File: src/rtl/spi_pkg.sv
// Shared SPI types and helpers: slave FSM states, word width, mode bundle
// and the bit-order aware shift helpers used by both master and slave.
package spi_pkg;

  localparam int SPI_W = 8;

  typedef enum logic [1:0] {
    IDLE  = 2'd0,
    LOAD  = 2'd1,
    SHIFT = 2'd2
  } spi_slv_state_t;

  typedef struct packed {
    logic cpol;
    logic cpha;
    logic msb_lsb;
  } spi_mode_t;

  // Bit that goes on the wire first for the selected order.
  function automatic logic head_bit(input logic [SPI_W-1:0] w, input logic msb_first);
    return msb_first ? w[SPI_W-1] : w[0];
  endfunction

  // Drop the bit just transmitted; vacated position fills with one (idle line level).
  function automatic logic [SPI_W-1:0] shift_out(input logic [SPI_W-1:0] w, input logic msb_first);
    return msb_first ? {w[SPI_W-2:0], 1'b1} : {1'b1, w[SPI_W-1:1]};
  endfunction

  // Append one received bit in the selected order.
  function automatic logic [SPI_W-1:0] shift_in(input logic [SPI_W-1:0] w, input logic b,
                                                input logic msb_first);
    return msb_first ? {w[SPI_W-2:0], b} : {b, w[SPI_W-1:1]};
  endfunction

endpackage

File: src/rtl/spi_sync_edge.sv
// Two-flop synchronizer plus history flop for an asynchronous pin.
// Edges are reported from synchronizer stage 2 against the history flop.
// The flops carry no reset: clearing them would fabricate a pin edge
// (e.g. a chip-select fall while the pin is already low).
module spi_sync_edge (
  input  logic clk,
  input  logic pin,
  output logic level,
  output logic rise,
  output logic fall
);

  logic sync1_q, sync1_d;
  logic sync2_q, sync2_d;
  logic hist_q, hist_d;

  // Next values of the synchronizer chain.
  always_comb begin
    sync1_d = pin;
    sync2_d = sync1_q;
    hist_d  = sync2_q;
  end

  // Synchronizer and history registers.
  always_ff @(posedge clk) begin
    sync1_q <= sync1_d;
    sync2_q <= sync2_d;
    hist_q  <= hist_d;
  end

  assign level = sync2_q;
  assign rise  = sync2_q & ~hist_q;
  assign fall  = ~sync2_q & hist_q;

endmodule

File: src/rtl/spi_slave_sv.sv
// SPI slave: oversamples sck/cs/sdi, receives 8-bit words into rx_data and
// returns words from a one-entry shadow register on sdo. All four CPOL/CPHA
// modes and both bit orders; mode is latched at the chip-select fall.
module spi_slave_sv
  import spi_pkg::*;
(
  input  logic             clk,
  input  logic             reset,
  input  logic             tr_en,
  input  logic             cpol,
  input  logic             cpha,
  input  logic             msb_lsb,
  input  logic [SPI_W-1:0] tx_data,
  input  logic             tx_valid,
  output logic             tx_ready,
  output logic [SPI_W-1:0] rx_data,
  output logic             rx_valid,
  output logic             tx_underrun,
  output logic             frame_err,
  output logic             busy,
  input  logic             sck,
  input  logic             cs,
  input  logic             sdi,
  output logic             sdo,
  output logic             sdo_oe
);

  spi_slv_state_t   state_q, state_d;
  spi_mode_t        mode_q, mode_d;
  logic [SPI_W-1:0] tx_sh_q, tx_sh_d;
  logic [SPI_W-1:0] rx_sh_q, rx_sh_d;
  logic [SPI_W-1:0] shadow_q, shadow_d;
  logic [SPI_W-1:0] rx_data_q, rx_data_d;
  logic [2:0]       bit_c_q, bit_c_d;
  logic             shadow_full_q, shadow_full_d;
  logic             word_bnd_q, word_bnd_d;
  logic             rx_valid_q, rx_valid_d;
  logic             tx_underrun_q, tx_underrun_d;
  logic             frame_err_q, frame_err_d;
  logic             busy_q, busy_d;
  logic             sdo_q, sdo_d;
  logic             sdo_oe_q, sdo_oe_d;
  logic             sdi_s1_q, sdi_s1_d;
  logic             sdi_s2_q, sdi_s2_d;

  logic             sck_level_s, sck_rise_s, sck_fall_s;
  logic             cs_level_s, cs_rise_s, cs_fall_s;
  logic             sck_edge_s, lead_s, trail_s, sample_s, shout_s;
  logic             wr_s, reload_s;
  logic [SPI_W-1:0] reload_word_s, rx_next_s;

  spi_sync_edge u_sck_sync (
    .clk   (clk),
    .pin   (sck),
    .level (sck_level_s),
    .rise  (sck_rise_s),
    .fall  (sck_fall_s)
  );

  spi_sync_edge u_cs_sync (
    .clk   (clk),
    .pin   (cs),
    .level (cs_level_s),
    .rise  (cs_rise_s),
    .fall  (cs_fall_s)
  );

  // sdi follows the same two-stage delay so stage 2 lines up with the sck edge.
  always_comb begin
    sdi_s1_d = sdi;
    sdi_s2_d = sdi_s1_q;
  end

  // sdi synchronizer registers (no reset, same reasoning as spi_sync_edge).
  always_ff @(posedge clk) begin
    sdi_s1_q <= sdi_s1_d;
    sdi_s2_q <= sdi_s2_d;
  end

  // Leading edge leaves the idle level, trailing edge returns to it.
  assign sck_edge_s    = sck_rise_s | sck_fall_s;
  assign lead_s        = sck_edge_s & (sck_level_s ^ mode_q.cpol);
  assign trail_s       = sck_edge_s & ~(sck_level_s ^ mode_q.cpol);
  assign sample_s      = mode_q.cpha ? trail_s : lead_s;
  assign shout_s       = mode_q.cpha ? lead_s : trail_s;
  assign wr_s          = tx_valid & ~shadow_full_q;
  assign reload_word_s = shadow_full_q ? shadow_q : 8'hFF;
  assign rx_next_s     = shift_in(rx_sh_q, sdi_s2_q, mode_q.msb_lsb);

  // FSM next state, shift datapath, shadow bookkeeping and output pulses.
  always_comb begin
    state_d       = state_q;
    mode_d        = mode_q;
    tx_sh_d       = tx_sh_q;
    rx_sh_d       = rx_sh_q;
    shadow_d      = shadow_q;
    shadow_full_d = shadow_full_q;
    rx_data_d     = rx_data_q;
    bit_c_d       = bit_c_q;
    word_bnd_d    = word_bnd_q;
    busy_d        = busy_q;
    sdo_d         = sdo_q;
    sdo_oe_d      = sdo_oe_q;
    rx_valid_d    = 1'b0;
    tx_underrun_d = 1'b0;
    frame_err_d   = 1'b0;
    reload_s      = 1'b0;

    case (state_q)
      IDLE: begin
        busy_d     = 1'b0;
        sdo_d      = 1'b1;
        sdo_oe_d   = 1'b0;
        bit_c_d    = 3'd0;
        word_bnd_d = 1'b0;
        if (cs_fall_s) begin
          state_d        = LOAD;
          mode_d.cpol    = cpol;
          mode_d.cpha    = cpha;
          mode_d.msb_lsb = msb_lsb;
          busy_d         = 1'b1;
          sdo_oe_d       = 1'b1;
        end else begin
          state_d = IDLE;
        end
      end

      LOAD: begin
        reload_s      = 1'b1;
        tx_underrun_d = ~shadow_full_q;
        bit_c_d       = 3'd0;
        word_bnd_d    = 1'b0;
        if (mode_q.cpha) begin
          // First bit goes out on the first leading edge.
          tx_sh_d = reload_word_s;
        end else begin
          sdo_d   = head_bit(reload_word_s, mode_q.msb_lsb);
          tx_sh_d = shift_out(reload_word_s, mode_q.msb_lsb);
        end
        if (cs_rise_s) begin
          state_d  = IDLE;
          busy_d   = 1'b0;
          sdo_oe_d = 1'b0;
          sdo_d    = 1'b1;
        end else begin
          state_d = SHIFT;
        end
      end

      SHIFT: begin
        if (cs_level_s) begin
          // Level rather than rise: a rise hidden behind LOAD still ends the frame.
          state_d     = IDLE;
          busy_d      = 1'b0;
          sdo_oe_d    = 1'b0;
          sdo_d       = 1'b1;
          word_bnd_d  = 1'b0;
          frame_err_d = (bit_c_q != 3'd0);
          bit_c_d     = 3'd0;
        end else if (sample_s) begin
          rx_sh_d = rx_next_s;
          bit_c_d = bit_c_q + 3'd1;
          if (bit_c_q == 3'd7) begin
            rx_data_d  = rx_next_s;
            rx_valid_d = 1'b1;
            word_bnd_d = 1'b1;
          end else begin
            word_bnd_d = word_bnd_q;
          end
        end else if (shout_s) begin
          if (word_bnd_q) begin
            reload_s      = 1'b1;
            tx_underrun_d = ~shadow_full_q;
            word_bnd_d    = 1'b0;
            sdo_d         = head_bit(reload_word_s, mode_q.msb_lsb);
            tx_sh_d       = shift_out(reload_word_s, mode_q.msb_lsb);
          end else begin
            sdo_d   = head_bit(tx_sh_q, mode_q.msb_lsb);
            tx_sh_d = shift_out(tx_sh_q, mode_q.msb_lsb);
          end
        end else begin
          state_d = SHIFT;
        end
      end

      default: begin
        state_d  = IDLE;
        busy_d   = 1'b0;
        sdo_d    = 1'b1;
        sdo_oe_d = 1'b0;
      end
    endcase

    // A reload empties the shadow; a same-cycle client write refills it.
    if (reload_s) begin
      shadow_full_d = 1'b0;
    end else begin
      shadow_full_d = shadow_full_q;
    end
    if (wr_s) begin
      shadow_d      = tx_data;
      shadow_full_d = 1'b1;
    end else begin
      shadow_d = shadow_q;
    end

    // Disable behaves like reset: everything back to idle values, writes dropped.
    if (!tr_en) begin
      state_d       = IDLE;
      mode_d        = '0;
      tx_sh_d       = 8'hFF;
      rx_sh_d       = 8'h00;
      shadow_d      = 8'h00;
      shadow_full_d = 1'b0;
      rx_data_d     = 8'h00;
      bit_c_d       = 3'd0;
      word_bnd_d    = 1'b0;
      busy_d        = 1'b0;
      sdo_d         = 1'b1;
      sdo_oe_d      = 1'b0;
      rx_valid_d    = 1'b0;
      tx_underrun_d = 1'b0;
      frame_err_d   = 1'b0;
    end else begin
      state_d = state_d;
    end
  end

  // State and output registers with synchronous reset.
  always_ff @(posedge clk) begin
    if (reset) begin
      state_q       <= IDLE;
      mode_q        <= '0;
      tx_sh_q       <= 8'hFF;
      rx_sh_q       <= 8'h00;
      shadow_q      <= 8'h00;
      shadow_full_q <= 1'b0;
      rx_data_q     <= 8'h00;
      bit_c_q       <= 3'd0;
      word_bnd_q    <= 1'b0;
      busy_q        <= 1'b0;
      sdo_q         <= 1'b1;
      sdo_oe_q      <= 1'b0;
      rx_valid_q    <= 1'b0;
      tx_underrun_q <= 1'b0;
      frame_err_q   <= 1'b0;
    end else begin
      state_q       <= state_d;
      mode_q        <= mode_d;
      tx_sh_q       <= tx_sh_d;
      rx_sh_q       <= rx_sh_d;
      shadow_q      <= shadow_d;
      shadow_full_q <= shadow_full_d;
      rx_data_q     <= rx_data_d;
      bit_c_q       <= bit_c_d;
      word_bnd_q    <= word_bnd_d;
      busy_q        <= busy_d;
      sdo_q         <= sdo_d;
      sdo_oe_q      <= sdo_oe_d;
      rx_valid_q    <= rx_valid_d;
      tx_underrun_q <= tx_underrun_d;
      frame_err_q   <= frame_err_d;
    end
  end

  assign tx_ready    = ~shadow_full_q;
  assign rx_data     = rx_data_q;
  assign rx_valid    = rx_valid_q;
  assign tx_underrun = tx_underrun_q;
  assign frame_err   = frame_err_q;
  assign busy        = busy_q;
  assign sdo         = sdo_q;
  assign sdo_oe      = sdo_oe_q;

endmodule

File: config.mk
export PLATFORM = sky130hd
export DESIGN_NAME = spi_slave_sv
export DESIGN_NICKNAME = d
export VERILOG_FILES = /design/src/rtl/spi_pkg.sv /design/src/rtl/spi_sync_edge.sv /design/src/rtl/spi_slave_sv.sv
export SDC_FILE = /design/constraint.sdc
export NUM_CORES = 1
export LEC_CHECK = 0
export CAP_MARGIN = 25
export CORE_AREA = 10 10 114 90
export CTS_CLUSTER_DIAMETER = 200
export DETAILED_ROUTE_END_ITERATION = 8
export DIE_AREA = 0 0 124 100
export GPL_TIMING_DRIVEN = 0
export SLEW_MARGIN = 25
export SYNTH_ARGS = -nofsm -noshare
export SYNTH_HDL_FRONTEND = slang
export SYNTH_SLANG_ARGS = --single-unit
File: constraint.sdc
create_clock -name clk -period 4.2 [get_ports clk]
set_clock_uncertainty 0.1 [all_clocks]
set_input_delay 0.84 -clock clk [delete_from_list [all_inputs] [get_ports clk]]
set_output_delay 0.84 -clock clk [all_outputs]
set_load 0.02 [all_outputs]
* Word level (Yosys, flattened, before mapping) *
Cells that the tools add are included.

operators by class
  add/subtract/negate cells = 1
  multipliers = 0
  divide/modulo/power cells = 0
  $lt $le $gt $ge = 0
  eq/ne operators = 15
  shift operators = 0
  muxes and demuxes = 52
  bitwise operators = 18
  reductions and logical operators = 18

operators by type and width
  kind                 number
  $mux 8               9
  $mux 1               29
  $pmux 8 s2           1
  $ne 3x2->1 const B   4
  $not 1->1            9
  $reduce_and 3->1     3
  $mux 2               4
  $ne 2x2->1 const B   4
  $ne 4x3->1 const B   2
  $pmux 1 s2           4
  $reduce_and 2->1     4
  $reduce_and 4->1     2
  $and 1x1->1          7
  $mux 3               2
  $pmux 2 s3           1
  $pmux 3 s2           1
  $reduce_bool 2->1    3
  $reduce_or 5->1      1
  $reduce_or 2->1      2
  $reduce_or 4->1      1
  $add 3x1->3 const B  1
  $eq 3x3->1 const B   1
  $ne 3x3->1 const B   1
  $pmux 1 s3           1
  7 further kinds      7

storage, ports and cells
  bits in registers = 55
  latch bits = 0
  memory bits (writable) = 0
  memory bits (read-only) = 0
  input bits = 18
  output and inout port bits = 15
  word-level logic and storage cells = 128
  memories kept = 0

* Depth between registers and ports, before layout *
Gate-level depths: netlist (run 1).

  depth after elaboration = 11
  mapped depth = 7
  gate-level depth less buffers = 6

* Cells and area by module *
A second synthesis (run 1) with hierarchy kept.

unflattened totals
  cell total of the unflattened synthesis = 304
  area total of the unflattened synthesis = 2691.3 um^2

modules (own cells, without submodules)
  module         times used  cells an instance  area an instance (um^2)  seq. area each (um^2)
  spi_slave_sv   1           294                2541.2                   980.9
  spi_sync_edge  2           5                  75.1                     60.1

* Worst setup path after synthesis (run 1) *
Ideal clock, no wire load.

  path type = input port to flip-flop
  start = input port tx_valid
  end = register shadow_q[0]
  library setup time = 0.128 ns
  arrival time = 1.581 ns
  required time = 3.972 ns
  slack = 2.392 ns
  cell stages on the path = 4
  path buffers = 1
  path through = nor2b_1 -> clkbuf_1 -> mux2i_1 -> nor2_1

between the ends
  word-level cells in the longest chain between the ends = 1

RTL lines
  what                  line                 RTL
  start, declared       spi_slave_sv.sv:14   input logic tx_valid,
  $and 1x1->1           spi_slave_sv.sv:86   assign wr_s = tx_valid & ~shadow_full_q;
  end signal, assigned  spi_slave_sv.sv:252  shadow_q <= shadow_d;
  end, declared         spi_slave_sv.sv:32   logic [SPI_W-1:0] shadow_q, shadow_d;

Every way passes these cells.
A chain may end at the register's enable or synchronous reset.

* Worst setup path after layout (run 1) *
  start = register shadow_full_q
  end = output port tx_ready

between the ends
  word-level cells in the longest chain between the ends = 1

RTL lines
  what                    line                 RTL
  start, declared         spi_slave_sv.sv:35   logic shadow_full_q, shadow_full_d;
  start signal, assigned  spi_slave_sv.sv:253  shadow_full_q <= shadow_full_d;
  $not 1->1               spi_slave_sv.sv:266  assign tx_ready = ~shadow_full_q;
  end, declared           spi_slave_sv.sv:15   output logic tx_ready,

Every way passes these cells.

==> reports/qor.txt, run 1 <==
RUN STATUS
--------------------------------------------------------------------------------------------------------
Outcome                                                                                     finished, final reports clean

GRT
--------------------------------------------------------------------------------------------------------
Total routing usage reported by global routing                                                     11.5%
Largest net degree at the start of global routing                                                     19
Global-route wire length before repair                                                           11.6 mm
Via count of the first global-routing pass                                                          2214
Total global routing overflow                                                                          0
Antenna violations before repair                                                                       0

ROUTE
--------------------------------------------------------------------------------------------------------
Violation count after the first detailed-route iteration                                             183
Uppermost layer routed                                                                              met4
DR WL met3                                                                                        422 um
Number of DRC violations after detailed routing                                                        0
Via count of the routed design                                                                      2351
Wire length on met2                                                                              2.80 mm
Pre-antenna DRT Iters                                                                                  4
Routed length on met1                                                                            3.87 mm
Detailed-route vias per instance                                                                    5.26
Routed Wire Length                                                                               7.20 mm
Average detailed-routed wire length per instance                                                 16.1 um
Number of nets still failing antenna checks after routing                                              0

WORST SETUP PATH
--------------------------------------------------------------------------------------------------------
Top cell family by delay on the critical path                                               buffers and inverters
Crit start category                                                                                 flop
Data required time at the worst endpoint                                                         3.26 ns
Nature of the critical path endpoint                                                        primary output
Worst r2r path cells                                                                                   6
Cell chain of the critical path                                                             clkbuf_1 -> inv_1 -> clkdlybuf4s50_1
Critical path buffer and inverter count                                                                3
Critical Path Slowest Stage Cell                                                            sky130_fd_sc_hd__clkdlybuf4s50_1
Worst Path Max Fanout                                                                                 10
Stage delay of the slowest cell on the critical path                                             0.55 ns
Critical setup path kind                                                                    flop to primary output
Arr. time, crit path                                                                             1.76 ns
Path length in cells of the critical path                                                              3

STA
--------------------------------------------------------------------------------------------------------
Max-slew violation count                                                                               0
Sum of negative setup slack                                                                         0 ns
Total setup violations reported at the end of the flow                                                 0
Share of the clock period used by the worst path                                                   64.4%
Fin Hold WS                                                                                     0.238 ns
Period minus WS final                                                                            2.70 ns
Maximum clock frequency                                                                          370 MHz
Worst relative slew slack                                                                          58.9%
Hold violation total from the final report                                                             0
Least-Margin Pin Slew                                                                           0.614 ns
RSZ-0062 raised after global routing                                                                  no

CELLS AND AREA
--------------------------------------------------------------------------------------------------------
Layout filler cell count                                                                             832
Number of diodes added for antenna fixing                                                              0
Layout area overhead                                                                               20.0%
Number of nets in the finished design                                                                364
Fraction of final layout cells with drive strength greater than 1                                  9.14%
Non-filler instance count after layout                                                               447
Final non-filler cell area                                                                     3300 um^2

JOB
--------------------------------------------------------------------------------------------------------
Max-cap violations                                                                                     0

CLOCK TREE
--------------------------------------------------------------------------------------------------------
Number of buffers added for setup after CTS                                                            0
CTS Root Cell                                                                               sky130_fd_sc_hd__clkbuf_8
Cts bufs inserted                                                                                      5
Post-CTS clock slew at the launch and capture registers of the worst setup and hold paths        0.11 ns
CTS resizes                                                                                            0
Number of hold buffers added after CTS                                                                 0
Total number of clock tree sinks                                                                      55
CTS tree                                                                                            done
Clock H-tree levels                                                                                    2
Max clock buf depth                                                                                    2
Source-to-sink clock delay at the later pin of the worst-skew pair                               0.32 ns

POWER
--------------------------------------------------------------------------------------------------------
Fraction of power spent switching nets                                                             26.2%
Part of the total power dissipated in combinational logic                                           9.4%
Fraction of power consumed by sequential logic                                                     57.5%
Leakage power of the design                                                                      1.03 nW
Proportion of power drawn by the clock network                                                     33.1%
Power Internal                                                                                0.000691 W
Peak supply drop                                                                                0.139 mV
Power spent charging and discharging nets                                                     0.000245 W
Power density normalized to cell area                                                        284 nW/um^2

YOSYS
--------------------------------------------------------------------------------------------------------
Proportion of synthesized flip-flops having asynchronous set or reset                                 0%
Top cells by area in the synthesized netlist                                                sky130_fd_sc_hd__dfxtp_1 (40%), sky130_fd_sc_hd__mux2i_1 (12%), sky130_fd_sc_hd__a211oi_1 (4.4%)
Most frequently used flop master after synthesis                                            sky130_fd_sc_hd__dfxtp_1
Number of enable-type register cells in the synthesized netlist                                        0
Top cell type's share of synthesized area                                                          40.0%
Synth Warn #                                                                                           0
Most frequent cell after synthesis                                                          sky130_fd_sc_hd__dfxtp_1
Post-Syn Area per Cell                                                                         9.21 um^2
Commonest cells in the netlist                                                              sky130_fd_sc_hd__dfxtp_1 (55), sky130_fd_sc_hd__mux2i_1 (32), sky130_fd_sc_hd__nand2_1 (23)
Nets in the synthesized netlist                                                                      325
Number of different library cells in the post-synthesis netlist                                       44
Netlist area before placement                                                                  2750 um^2
Number of register bits inferred by synthesis                                                         55
Dominant cell type by area after synthesis                                                  sky130_fd_sc_hd__dfxtp_1
Cells after synthesis                                                                                299
Register area share after synthesis                                                                40.0%

FLOORPLANNING
--------------------------------------------------------------------------------------------------------
Count of pins on the block boundary                                                                   33
Core region area                                                                               8160 um^2
Area of the die                                                                               12400 um^2
Overall die width                                                                                 124 um
Height of the die                                                                                 100 um
Num rows                                                                                              29
Initial cell density of the core                                                                   33.7%

PLACE
--------------------------------------------------------------------------------------------------------
Final Wtd Congestion                                                                               0.844
Instance count after placement with tap cells included                                               439
Post-DP Area                                                                                   3210 um^2
DP Wirelength                                                                                    5.24 mm
Port buffer count                                                                                     32

WORST HOLD PATH
--------------------------------------------------------------------------------------------------------
Hold Path Depth                                                                                        0
Worst hold path class                                                                       flop to flop

flip-flops by register name, indices dropped and copies added, names as in the netlist, 2 cells and up:
signal	cells
rx_data	8
rx_sh_q	8
shadow_q	8
tx_sh_q	8
bit_c_q	3
mode_q	3
state_q	2
per-layer routing:
metal  track usage (%)  vias up
met5                 0        -
met1              17.7     1096
met3              3.20        9
met4              3.18        0
met2              15.0       70
li1                  -     1176
per-stage QoR:
stage / power (W) / worst slack (ns) / utilization, %
3_3_place_gp: 0.000637 / 1.72 / 39.3
2_1_floorplan: 0.000602 / 2.39 / -
3_5_place_dp: 0.000637 / 1.65 / 39.3
4_1_cts: 0.000941 / 1.51 / 40.4
6_report: 0.000936 / 1.50 / 40.4
5_1_grt: 0.000975 / 1.43 / 40.4
cells in the final DEF (no fill, tap or decap), drive strengths merged, types with 3 or more instances in the layout:
cell type,n
nand3b,7
dfxtp,55
a211oi,17
nand3,10
a22oi,6
nand2b,7
a21oi,19
buf,12
o21ai,3
nor3b,3
ha,8
o32ai,3
o21ba,4
nor2,21
nor2b,4
clkdlybuf4s50,32
a31oi,14
a32oi,6
inv,9
mux2i,33
clkbuf,17
nand2,23
power groups by stage:
stage          Sequential, W  Combinational (W)  Clock [W]
3_5_place_dp        0.000550          0.0000870          0
6_report            0.000539          0.0000877   0.000310
3_3_place_gp        0.000550          0.0000868          0
4_1_cts             0.000539          0.0000876   0.000315
5_1_grt             0.000540          0.0000956   0.000339
2_1_floorplan       0.000548          0.0000537          0
cell families after synthesis:
family / synth area share, %
fa+ha+maj: 3.64
flops: 40.0
buf+inv: 5.95
mux: 13.1
simple gates: 15.9
xor+xnor: 0.591
compound gates: 20.9
worst register-to-register path: cells and delay by family, from the launching register on:
kind | cells | cell delay (ns)
compound gates | 2 | 0.46
fa+ha+maj | 1 | 0.29
buf+inv | 2 | 0.55
flops | 1 | 0.37
simple gates | 1 | 0.37
layout make-up:
cell class | instances | area (um^2) | share of cell area, %
sequential | 55 | 1100 | 33.3
multi-input combinational | 211 | 1490 | 45.1
timing repair buffer | 32 | 320 | 9.70
clock inverter | 3 | 25.0 | 0.758
tap | 108 | 135 | 4.09
clock buffer | 5 | 68.8 | 2.08
inverter | 9 | 33.8 | 1.02
buffer | 24 | 130 | 3.94
path summary, 6_finish.rpt:
kind / from / endpoint / slack [ns]
setup / recovery: shadow_full_q / tx_ready / 1.50
hold / removal: sdi_s1_q / sdi_s2_q / 0.24
setup reg to reg: state_q[0] / bit_c_q[1] / 1.98
hold reg to reg: sdi_s1_q / sdi_s2_q / 0.24
Note: power is estimated with default switching activity, not from simulation.
==> run 2: changes to the inputs <==
Clock period 4.2 ns to 2.23 ns, I/O delays scaled along.
==> run 2 against run 1 <==
Setup slack worse by 1.4 ns; register-to-register slack worse by 1.9 ns; routed wire length is 0.49% higher; via count is 0.38% lower; non-clock buffer count is 3 higher; utilization is 0.32 points higher; sequential power is 87% higher; clock-buffer cell count stayed put; cell count is 0.67% higher; critical endpoint unchanged; largest power group unchanged; highest routed layer unchanged.
==> reports/qor.txt, run 2 (synthesis results as in run 1) <==
STA
--------------------------------------------------------------------------------------------------------
Hold violation total from the final report                                                             0
Max-slew violation count                                                                               0
Worst relative slew slack                                                                          59.5%
Period minus WS final                                                                            2.16 ns
Sum of negative setup slack                                                                         0 ns
Total setup violations reported at the end of the flow                                                 0
Least-Margin Pin Slew                                                                           0.605 ns
Maximum clock frequency                                                                          464 MHz
Share of the clock period used by the worst path                                                   96.7%

FLOORPLANNING
--------------------------------------------------------------------------------------------------------
Height of the die                                                                                 100 um
Initial cell density of the core                                                                   33.7%
Core region area                                                                               8160 um^2
Count of pins on the block boundary                                                                   33
Num rows                                                                                              29
Overall die width                                                                                 124 um
Area of the die                                                                               12400 um^2

CLOCK TREE
--------------------------------------------------------------------------------------------------------
Clock H-tree levels                                                                                    2
Cts bufs inserted                                                                                      5
CTS Root Cell                                                                               sky130_fd_sc_hd__clkbuf_8
Max clock buf depth                                                                                    2
Post-CTS clock slew at the launch and capture registers of the worst setup and hold paths        0.11 ns
Total number of clock tree sinks                                                                      55
CTS tree                                                                                            done
Source-to-sink clock delay at the later pin of the worst-skew pair                               0.32 ns

WORST SETUP PATH
--------------------------------------------------------------------------------------------------------
Crit start category                                                                                 flop
Top cell family by delay on the critical path                                               buffers and inverters
Stage delay of the slowest cell on the critical path                                             0.53 ns
Nature of the critical path endpoint                                                        primary output
Worst Path Max Fanout                                                                                 10
Reg2Reg Setup Slack                                                                              0.09 ns
Arr. time, crit path                                                                             1.61 ns
Critical Path Slowest Stage Cell                                                            sky130_fd_sc_hd__clkdlybuf4s50_1
Cell chain of the critical path                                                             buf_2 -> inv_1 -> clkdlybuf4s50_1
Critical setup path kind                                                                    flop to primary output
Data required time at the worst endpoint                                                         1.68 ns
Critical path buffer and inverter count                                                                3

POWER
--------------------------------------------------------------------------------------------------------
Part of the total power dissipated in combinational logic                                           9.4%
Peak supply drop                                                                                0.263 mV
Proportion of power drawn by the clock network                                                     32.9%
Fraction of power consumed by sequential logic                                                     57.6%
Fraction of power spent switching nets                                                             26.1%
Power spent charging and discharging nets                                                     0.000459 W
Power Internal                                                                                 0.00130 W
Power density normalized to cell area                                                        529 nW/um^2
Overall power after layout                                                                     0.00176 W
Leakage power of the design                                                                      1.06 nW

ROUTE
--------------------------------------------------------------------------------------------------------
Routed Wire Length                                                                               7.23 mm
Number of nets still failing antenna checks after routing                                              0
Violation count after the first detailed-route iteration                                             161
Number of DRC violations after detailed routing                                                        0
Via count of the routed design                                                                      2342
Average detailed-routed wire length per instance                                                 16.1 um
Detailed-route vias per instance                                                                    5.20
Pre-antenna DRT Iters                                                                                  5

RUN STATUS
--------------------------------------------------------------------------------------------------------
Outcome                                                                                     finished, final reports clean

CELLS AND AREA
--------------------------------------------------------------------------------------------------------
Fraction of final layout cells with drive strength greater than 1                                  10.8%
Layout area overhead                                                                               20.9%
Number of nets in the finished design                                                                367
Highest-count cells in the layout ignoring fill and taps                                    sky130_fd_sc_hd__dfxtp_1 (55), sky130_fd_sc_hd__mux2i_1 (32), sky130_fd_sc_hd__clkdlybuf4s50_1 (32)
Most common cell after layout, fill and taps aside                                          sky130_fd_sc_hd__dfxtp_1
Final non-filler cell area                                                                     3330 um^2
Layout filler cell count                                                                             830
Number of diodes added for antenna fixing                                                              0

PLACE
--------------------------------------------------------------------------------------------------------
Final Wtd Congestion                                                                               0.844
DP Wirelength                                                                                    5.24 mm
Port buffer count                                                                                     32
Post-DP Area                                                                                   3210 um^2

GRT
--------------------------------------------------------------------------------------------------------
Via count of the first global-routing pass                                                          2217
Total routing usage reported by global routing                                                     11.5%
Antenna violations before repair                                                                       0
Largest net degree at the start of global routing                                                     19
Total global routing overflow                                                                          0
Global-route wire length before repair                                                           11.6 mm

WORST HOLD PATH
--------------------------------------------------------------------------------------------------------
Worst hold path class                                                                       flop to flop

JOB
--------------------------------------------------------------------------------------------------------
Max-cap violations                                                                                     0

run 2: what timing repair did:
item / CTS / global route
gates resized for setup: 1 / 5
hold buffers: 0 / 0
endpoints found under the setup margin: 1 / 21
pin swaps: 0 / 0
endpoints found under the hold margin: 0 / 0
buffers inserted: 0 / 3
run 2: per-stage QoR:
stage,util [%],cells,worst slack (ns),hold WS [ns]
CTS,40.5,447,0.0303,0.239
detailed placement,39.3,439,0.0774,0.212
finish,40.8,450,0.0744,0.238
global placement,39.3,439,0.125,0.211
global route,40.8,450,-0.0297,0.245
floorplan,-,299,0.446,0.210
run 2: power by group through the flow:
stage	clock network (W)	logic (W)	registers (W)
6_report	0.000580	0.000166	0.00101
5_1_grt	0.000639	0.000181	0.00102
4_1_cts	0.000593	0.000165	0.00101
3_5_place_dp	0	0.000164	0.00104
3_3_place_gp	0	0.000163	0.00104
2_1_floorplan	0	0.000101	0.00103
run 2: worst register-to-register path: stages, from the launching register on:
cell	delay [ns]
sky130_fd_sc_hd__dfxtp_1	0.37
sky130_fd_sc_hd__inv_1	0.10
sky130_fd_sc_hd__ha_1	0.28
sky130_fd_sc_hd__nor4bb_1	0.25
sky130_fd_sc_hd__mux2i_1	0.18
sky130_fd_sc_hd__buf_4	0.18
sky130_fd_sc_hd__buf_4	0.12
sky130_fd_sc_hd__o21bai_1	0.22
sky130_fd_sc_hd__nor3b_1	0.26
run 2: cell type report:
cell class / count / area [um^2] / share of cell area (%)
clock inverters: 3 / 25.0 / 0.752
inverters: 9 / 33.8 / 1.02
multi-input cells: 211 / 1490 / 44.7
repair buffers: 35 / 343 / 10.3
flip-flops and latches: 55 / 1100 / 33.1
clock buffers: 5 / 68.8 / 2.07
plain buffers: 24 / 134 / 4.02
well taps: 108 / 135 / 4.06
run 2: per-layer routing:
| layer | GRT usage [%] | wire length [um] | vias to the layer above |
|---|---|---|---|
| met1 | 17.7 | 3890 | 1092 |
| li1 | - | - | 1180 |
| met5 | 0 | 0 | - |
| met4 | 3.18 | 102 | 0 |
| met3 | 3.20 | 393 | 9 |
| met2 | 15.0 | 2850 | 61 |
run 2: final timing paths:
| check | startpoint | endpoint | cells after the start |
|---|---|---|---|
| max | shadow_full_q | tx_ready | 3 |
| min | sdi_s1_q | sdi_s2_q | 0 |
| max reg2reg | state_q[0] | tx_underrun | 8 |
| min reg2reg | sdi_s1_q | sdi_s2_q | 0 |
